<file path="src/rtl/tdm_mult_fifo.sv">
// tdm_mult_fifo: N-channel time-division-multiplexed multiply engine.
// A work-conserving round-robin arbiter grants one requesting channel per
// cycle. The granted sample is multiplied by a wrapping coefficient counter
// in a 3-stage pipeline. Tagged products land in a first-word-fall-through
// output FIFO. Issue is gated by a credit check, so the FIFO cannot overflow.
//
// Ports:
//   clk         system clock, rising edge
//   rst         asynchronous reset, active low
//   din         channel samples, channel c at [c*WIDTH +: WIDTH]
//   din_valid   per-channel request
//   din_ready   one-hot grant (combinational from state and din_valid)
//   dout        unsigned product at the FIFO head
//   dout_ch     channel tag of the head entry
//   dout_valid  FIFO non-empty
//   dout_ready  consumer accept
//   fifo_count  current FIFO occupancy
module tdm_mult_fifo #(
    parameter int unsigned WIDTH       = 8,
    parameter int unsigned NUM_CH      = 4,
    parameter int unsigned FIFO_DEPTH  = 16,
    parameter int unsigned FINAL_COUNT = 255
) (
    input  logic                          clk,
    input  logic                          rst,
    input  logic [NUM_CH*WIDTH-1:0]       din,
    input  logic [NUM_CH-1:0]             din_valid,
    output logic [NUM_CH-1:0]             din_ready,
    output logic [2*WIDTH-1:0]            dout,
    output logic [$clog2(NUM_CH)-1:0]     dout_ch,
    output logic                          dout_valid,
    input  logic                          dout_ready,
    output logic [$clog2(FIFO_DEPTH):0]   fifo_count
);

    localparam int unsigned CH_W  = $clog2(NUM_CH);
    localparam int unsigned PW    = 2 * WIDTH;
    localparam int unsigned AW    = $clog2(FIFO_DEPTH);
    localparam int unsigned CNT_W = AW + 1;

    // Round-robin search offset, wrapped into the channel range.
    function automatic logic [CH_W-1:0] wrap_idx(input logic [CH_W-1:0] base,
                                                 input int unsigned off);
        int unsigned s;
        s = 32'(base) + off;
        if (s >= NUM_CH) s = s - NUM_CH;
        return CH_W'(s);
    endfunction

    logic [CH_W-1:0]  ptr;
    logic [WIDTH-1:0] coef;

    logic [WIDTH-1:0] s1_a, s1_b;
    logic [CH_W-1:0]  s1_ch, s2_ch, s3_ch;
    logic             s1_v, s2_v, s3_v;
    logic [PW-1:0]    s2_p, s3_p;

    logic [PW-1:0]    mem_p  [FIFO_DEPTH];
    logic [CH_W-1:0]  mem_ch [FIFO_DEPTH];
    logic [AW-1:0]    wr_ptr, rd_ptr;
    logic [CNT_W-1:0] count;

    logic             gnt_found;
    logic [CH_W-1:0]  gnt_idx;
    logic [WIDTH-1:0] sel_a;
    logic             issue_ok;
    logic             accept;
    logic             wr_en, rd_en;

    // First requester after the last granted channel.
    always_comb begin
        gnt_found = 1'b0;
        gnt_idx   = '0;
        for (int unsigned i = 1; i <= NUM_CH; i++) begin
            if (!gnt_found && din_valid[wrap_idx(ptr, i)]) begin
                gnt_found = 1'b1;
                gnt_idx   = wrap_idx(ptr, i);
            end
        end
    end

    // Sample of the granted channel.
    always_comb begin
        sel_a = '0;
        for (int unsigned c = 0; c < NUM_CH; c++) begin
            if (gnt_idx == CH_W'(c)) sel_a = din[c*WIDTH +: WIDTH];
        end
    end

    // Conservative credit: a same-cycle read is not counted as freeing a slot.
    assign issue_ok = (32'(count) + 32'(s1_v) + 32'(s2_v) + 32'(s3_v)) < FIFO_DEPTH;

    // Gated by rst so the grant reads zero while reset is held.
    assign accept = rst && issue_ok && gnt_found;

    always_comb begin
        din_ready = '0;
        if (accept) din_ready[gnt_idx] = 1'b1;
    end

    // Arbiter pointer, coefficient counter and multiply pipeline.
    always_ff @(posedge clk or negedge rst) begin
        if (!rst) begin
            ptr   <= CH_W'(NUM_CH - 1);
            coef  <= '0;
            s1_a  <= '0;
            s1_b  <= '0;
            s1_ch <= '0;
            s1_v  <= 1'b0;
            s2_p  <= '0;
            s2_ch <= '0;
            s2_v  <= 1'b0;
            s3_p  <= '0;
            s3_ch <= '0;
            s3_v  <= 1'b0;
        end else begin
            s1_v <= accept;
            if (accept) begin
                ptr   <= gnt_idx;
                coef  <= (coef == WIDTH'(FINAL_COUNT)) ? '0 : coef + WIDTH'(1);
                s1_a  <= sel_a;
                s1_b  <= coef;
                s1_ch <= gnt_idx;
            end
            s2_p  <= PW'(s1_a) * PW'(s1_b);
            s2_ch <= s1_ch;
            s2_v  <= s1_v;
            s3_p  <= s2_p;
            s3_ch <= s2_ch;
            s3_v  <= s2_v;
        end
    end

    assign wr_en = s3_v;
    assign rd_en = dout_valid && dout_ready;

    // Output FIFO storage and pointers; storage is cleared so dout reads 0 after reset.
    always_ff @(posedge clk or negedge rst) begin
        if (!rst) begin
            for (int unsigned i = 0; i < FIFO_DEPTH; i++) begin
                mem_p[i]  <= '0;
                mem_ch[i] <= '0;
            end
            wr_ptr <= '0;
            rd_ptr <= '0;
            count  <= '0;
        end else begin
            if (wr_en) begin
                mem_p[wr_ptr]  <= s3_p;
                mem_ch[wr_ptr] <= s3_ch;
                wr_ptr         <= wr_ptr + AW'(1);
            end
            if (rd_en) rd_ptr <= rd_ptr + AW'(1);
            case ({wr_en, rd_en})
                2'b10:   count <= count + CNT_W'(1);
                2'b01:   count <= count - CNT_W'(1);
                default: count <= count;
            endcase
        end
    end

    // First-word fall-through head.
    assign dout       = mem_p[rd_ptr];
    assign dout_ch    = mem_ch[rd_ptr];
    assign dout_valid = (count != '0);
    assign fifo_count = count;

endmodule
</file>
<file path="config.mk">
export PLATFORM = sky130hd
export DESIGN_NAME = tdm_mult_fifo
export DESIGN_NICKNAME = d
export VERILOG_FILES = /design/src/rtl/tdm_mult_fifo.sv
export SDC_FILE = /design/constraint.sdc
export NUM_CORES = 1
export LEC_CHECK = 0
export CORE_AREA = 3 3 198 278
export CTS_CLUSTER_SIZE = 14
export DETAILED_ROUTE_END_ITERATION = 12
export DIE_AREA = 0 0 201 281
export PLACE_DENSITY = 0.54
export RECOVER_POWER = 25
export SYNTH_ARGS = -nofsm -noshare
export SYNTH_HDL_FRONTEND = slang
export SYNTH_SLANG_ARGS = --single-unit
</file>
<file path="constraint.sdc">
create_clock -name clk -period 9.5 [get_ports clk]
set_clock_uncertainty 0.15 [all_clocks]
set_input_delay 1.425 -clock clk [delete_from_list [all_inputs] [get_ports clk]]
set_output_delay 1.425 -clock clk [all_outputs]
set_load 0.1 [all_outputs]
</file>
### After elaboration in Yosys (flattened, before gate mapping)

Index checks and enable logic that the tools add are counted.

| storage, ports and cells | value |
|---|---|
| bits in registers | 368 |
| bits of input ports | 39 |
| output and inout port bits | 28 |
| logic and storage cells | 141 |

| operators by class | value |
|---|---|
| add/subtract/negate cells | 16 |
| $mul | 1 |
| $lt $le $gt $ge | 14 |
| eq/ne operators | 6 |
| mux-type cells | 41 |
| bitwise operators | 2 |
| reduce and logical (&&, ||, !) cells | 14 |

Operators with widths:

| operator | number |
|---|---|
| $bwmux W256 | 1 |
| $bmux W16 S4 | 1 |
| $demux W16 S4 | 1 |
| $mux W16 | 3 |
| $mux W8 | 5 |
| $bwmux W32 | 1 |
| $mux W2 | 11 |
| $mul A8 B8 Y16 | 1 |
| $lt A2 B3 Y1 const B | 5 |
| $ge A5 B5 Y1 const B | 2 |
| $not A4 Y5 | 2 |
| $pmux W5 S2 | 1 |
| $ge A3 B3 Y1 const B | 3 |
| $mux W1 | 9 |
| $add A4 B1 Y4 const B | 2 |
| $add A7 B1 Y8 | 1 |
| $add A8 B1 Y8 const B | 1 |
| $bmux W1 S2 | 4 |
| $bmux W2 S4 | 1 |
| $demux W2 S4 | 1 |
| $eq A8 B8 Y1 const B | 1 |
| $logic_and A1 B1 Y1 | 8 |
| $lt A8 B5 Y1 const B | 1 |
| $sub A2 B1 Y2 const B | 4 |
| 18 further kinds | 24 |

### Logic depth before layout (Yosys ltp)

| logic depth | value |
|---|---|
| depth in word-level cells | 20 |
| mapped depth | 15 |
| mapped depth without buffers | 15 |

### Worst setup path after synthesis

Ideal clock, no wire load.

| path | value |
|---|---|
| path type | register to output |
| from | register count[0], in the netlist fifo_count[0] |
| to | output port din_ready[1] |
| arrival | 5.011 ns |
| data required time | 7.925 ns |
| setup slack | 2.914 ns |
| stages on the path, launching flop included | 11 |
| buffers on the path | 2 |
| cell sequence | dfrtp_1 inv_1 fa_1 inv_1 ha_1 and3b_1 o211a_1 or2_1 buf_4 buf_2 nor3b_1 |

| on the way | value |
|---|---|
| cells in the longest elaborated chain, start to end | 7 |

Ends and longest elaborated chain:

| element | RTL line | source |
|---|---|---|
| start: declaration | 61 | `logic [CNT_W-1:0] count;` |
| start signal: assignment | 155 | `2'b10: count <= count + CNT_W'(1);` |
| start signal: assignment | 156 | `2'b01: count <= count - CNT_W'(1);` |
| start signal: assignment | 157 | `default: count <= count;` |
| $add A5 B1 Y6 | 91 | `assign issue_ok = (32'(count) + 32'(s1_v) + 32'(s2_v) + 32'(s3_v)) < FIFO_DEPTH;` |
| $add A6 B1 Y7 | 91 |  |
| $add A7 B1 Y8 | 91 |  |
| $lt A8 B5 Y1 | 91 |  |
| $logic_and A1 B1 Y1 (2 in a row) | 94 | `assign accept = rst && issue_ok && gnt_found;` |
| $mux W4 | 98 | `if (accept) din_ready[gnt_idx] = 1'b1;` |
| end: declaration | 28 | `output logic [NUM_CH-1:0] din_ready,` |

No other way between the ends.

### Worst setup path in the final report

| path | value |
|---|---|
| from | register s3_v |
| to | output port din_ready[2] |

| on the way | value |
|---|---|
| cells in the longest elaborated chain, start to end | 5 |

Ends and longest elaborated chain:

| element | RTL line | source |
|---|---|---|
| start: declaration | 55 | `logic s1_v, s2_v, s3_v;` |
| start signal: assignment | 130 | `s3_v <= s2_v;` |
| $add A7 B1 Y8 | 91 |  |
| $lt A8 B5 Y1 | 91 |  |
| $logic_and A1 B1 Y1 (2 in a row) | 94 |  |
| $mux W4 | 98 |  |

No other way between the ends.

==> results.cfg <==
[outcome]
status = finished, violations left
violations = capacitance limit, slew limit

[synthesis]
synth_edf_count = 0
syn_area_per_cell_um2 = 14.6
async_flop_share = 1.00
synthFlopType = dfrtp_1
yosys-top-cells-area = dfrtp_1, mux2_2, mux4_2, fa_1, ha_1
netlist_area_um2 = 18400
synthCells = 1258
synthesis.nets = 1382
yosysSeqAreaShare = 0.501
yosysTopAreaCell = dfrtp_1
synth_top_area_frac = 0.498
synth.distinct_cells = 59
yosysWarnings = 0
ys_ff_latch = 368

[floorplanning]
io_pins = 67
initial_utilization = 0.347
die_area_um2 = 56500
die_h_um = 281
core_um2 = 52900
die_w_um = 201
num_rows = 100

[sta]
fin_crit_ns = 6.37
min_period_over_period = 0.671
hold_violations = 0
rsz0062_at_grt = no
max_slew_margin = -0.344
maxSlewViolCount = 114
max_freq_mhz = 157
setup-tns-final_ns = 0
setup_violations = 0
worst_slack_ns = 3.13
tightest_slew_ns = 2.02

[clocking]
post_cts_buffers = 0
cts_tree = built
h-tree-depth = 2
cts-root-buf = clkbuf_16
clk_path_buf_depth = 3
insertion_delay_ns = 0.55
hold_buffers = 0
cts.sinks = 368
cts-buffers-inserted = 38
post_cts_resized = 0
path_clk_slew_ns = 0.07

[detailed_routing]
drtIter0Drc = 523
wirelength_um = 42000
ant_nets = 0
via_count = 10300
drc = 0
routedWlPerCell_um = 20.4
viasPerCell = 5.01
dr.pass1.iters = 4

[grt]
grt-ovfl-total = 0
first_global_vias = 11400
grt_max_degree = 86
grt_pass1_wl_um = 67100
antenna_found_initial = 0
grt_use_total = 0.152

[critical_path]
end_kind = primary output
start_kind = flop
required_ns = 7.93
cp.arrival_ns = 4.80
cp_max_fo = 33
path_class = flop to primary output

[layout]
fillers = 4966
layout-drive-gt1-share = 0.363
finalNetCount = 1436
antenna_cells = 0
syn_to_final_growth_pct = 14.7

[placement]
post-dp-hpwl_um = 25900
gp_congestion = 0.748
io_buffer_count = 66
pre_cts_ws_ns = 3.39

[flow_run]
cap_violations = 5

[power]
pwr_density_cell_nw_per_um2 = 325
vdd.ir_drop.worst_mv = 0.177
leakage_uw = 0.00992

[worst_hold_path]
hold_class = flop to flop
## cells by family (layout without fill, tap and decap cells)
kind of cell	after synthesis	count (layout)	share of synthesized area
adder cells (fa/ha/maj)	85	85	0.0734
AND/OR/NAND/NOR	190	190	0.0565
XOR/XNOR	24	24	0.0114
buffers and inverters	131	213	0.0327
multiplexers	404	404	0.303
AO/OA/AOI/OAI	56	56	0.0218
flip-flops	368	368	0.501
## layout by cell type, fill, tap and decap left out, types with 5 or more instances in the layout
| master | n |
|---|---|
| o21ai_2 | 8 |
| clkbuf_8 | 11 |
| fa_1 | 38 |
| ha_1 | 47 |
| mux4_2 | 90 |
| mux2i_1 | 17 |
| a21oi_1 | 11 |
| and2_1 | 49 |
| dfrtp_1 | 363 |
| o21ai_0 | 9 |
| mux2_1 | 9 |
| nand4_1 | 9 |
| mux2_4 | 6 |
| nand3_2 | 8 |
| buf_4 | 13 |
| nor3_1 | 11 |
| clkdlybuf4s50_1 | 65 |
| mux2_2 | 282 |
| inv_1 | 60 |
| clkbuf_1 | 9 |
| nor2_1 | 17 |
| nand2_1 | 62 |
| o21a_1 | 6 |
| clkbuf_16 | 39 |
| xor2_1 | 5 |
| xnor2_1 | 19 |
## synthesized netlist by cell type (2+ instances only)
master    count
mux2i_1      17
clkbuf_1     32
a211oi_1      3
nor3_2        3
a211o_1       2
dfrtp_1     366
nand4_1       9
o21a_1        6
o21ai_1       2
xor2_1        5
a21o_1        3
fa_1         38
o211ai_1      2
mux2_1        9
nor2b_1       4
inv_1        60
o211a_1       2
nand2_1      62
xnor2_1      19
buf_6         8
nand2b_1      3
or2_1         2
buf_4         4
nor3_1       11
dfstp_2       2
and3_1        4
o21ai_2       8
a21oi_1      11
nand3_2       8
buf_2        24
mux4_2       90
ha_1         47
nand3_1       4
nor2_1       17
mux2_2      282
and2_1       53
o21ai_0       9
mux2_4        6
## power by group
part	internal, uW	total (uW)	switching, uW
clock	952	1580	631
sequential	2070	2650	573
combinational	1230	2620	1390
## critical path, stage by stage, from the launching register on
cell	delay (ns)
dfrtp_1	0.82
inv_1	0.17
fa_1	0.39
inv_1	0.06
ha_1	0.21
and3b_1	0.16
o211a_1	0.23
or2_1	0.23
buf_4	0.24
inv_2	0.28
nand2_1	0.15
nor2_1	0.14
clkdlybuf4s50_1	1.15
## through the flow
stage	utilization	instance area, um2	hold slack [ns]	instances	total power, uW
2_1_floorplan	-	18400	0.181	1258	4640
3_3_place_gp	0.373	19700	0.181	1986	5290
3_5_place_dp	0.373	19700	0.185	1986	5350
4_1_cts	0.398	21100	0.178	2054	6970
5_1_grt	0.398	21100	0.186	2054	7310
6_report	0.398	21100	0.176	2054	6850
## state kept, by name (all words and copies together) (netlist names), 2 cells and up
register / cells
s3_ch: 2
s2_ch: 2
s3_p: 16
wr_ptr: 4
s1_a: 8
ptr: 2
s1_ch: 2
fifo_count: 5
rd_ptr: 4
mem_ch: 32
coef: 8
s1_b: 8
mem_p: 256
s2_p: 16
## final cells by class
| type | instances | area (um2) | share of cell area |
|---|---|---|---|
| clock buffer | 54 | 1140 | 0.0542 |
| tap | 714 | 893 | 0.0424 |
| inverter | 61 | 229 | 0.0109 |
| timing repair buffer | 84 | 782 | 0.0371 |
| multi-input combinational | 759 | 8590 | 0.408 |
| sequential | 368 | 9220 | 0.438 |
| clock inverter | 14 | 208 | 0.00986 |
## per-layer routing
metal,part of all wire,GRT usage
met2,0.54,0.284
met5,0,0
met1,0.42,0.187
met3,0.025,0.0165
met4,0.023,0.0433
## path summary, 6_finish.rpt
path	startpoint	to	slack (ns)	depth (start not counted)
setup / recovery	s3_v$_DFF_PN0_	din_ready[2]	3.13	12
hold / removal	s2_p[12]$_DFF_PN0_	s3_p[12]$_DFF_PN0_	0.18	0
setup reg to reg	s1_a[2]$_DFFE_PN0P_	s2_p[14]$_DFF_PN0_	4.85	13
hold reg to reg	s2_p[12]$_DFF_PN0_	s3_p[12]$_DFF_PN0_	0.18	0
max in group asynchronous	rst	rd_ptr[1]$_DFFE_PN0P_	5.99	3
min in group asynchronous	rst	mem_p[173]$_DFFE_PN0P_	0.71	1
(Power assumes the default switching activity.)
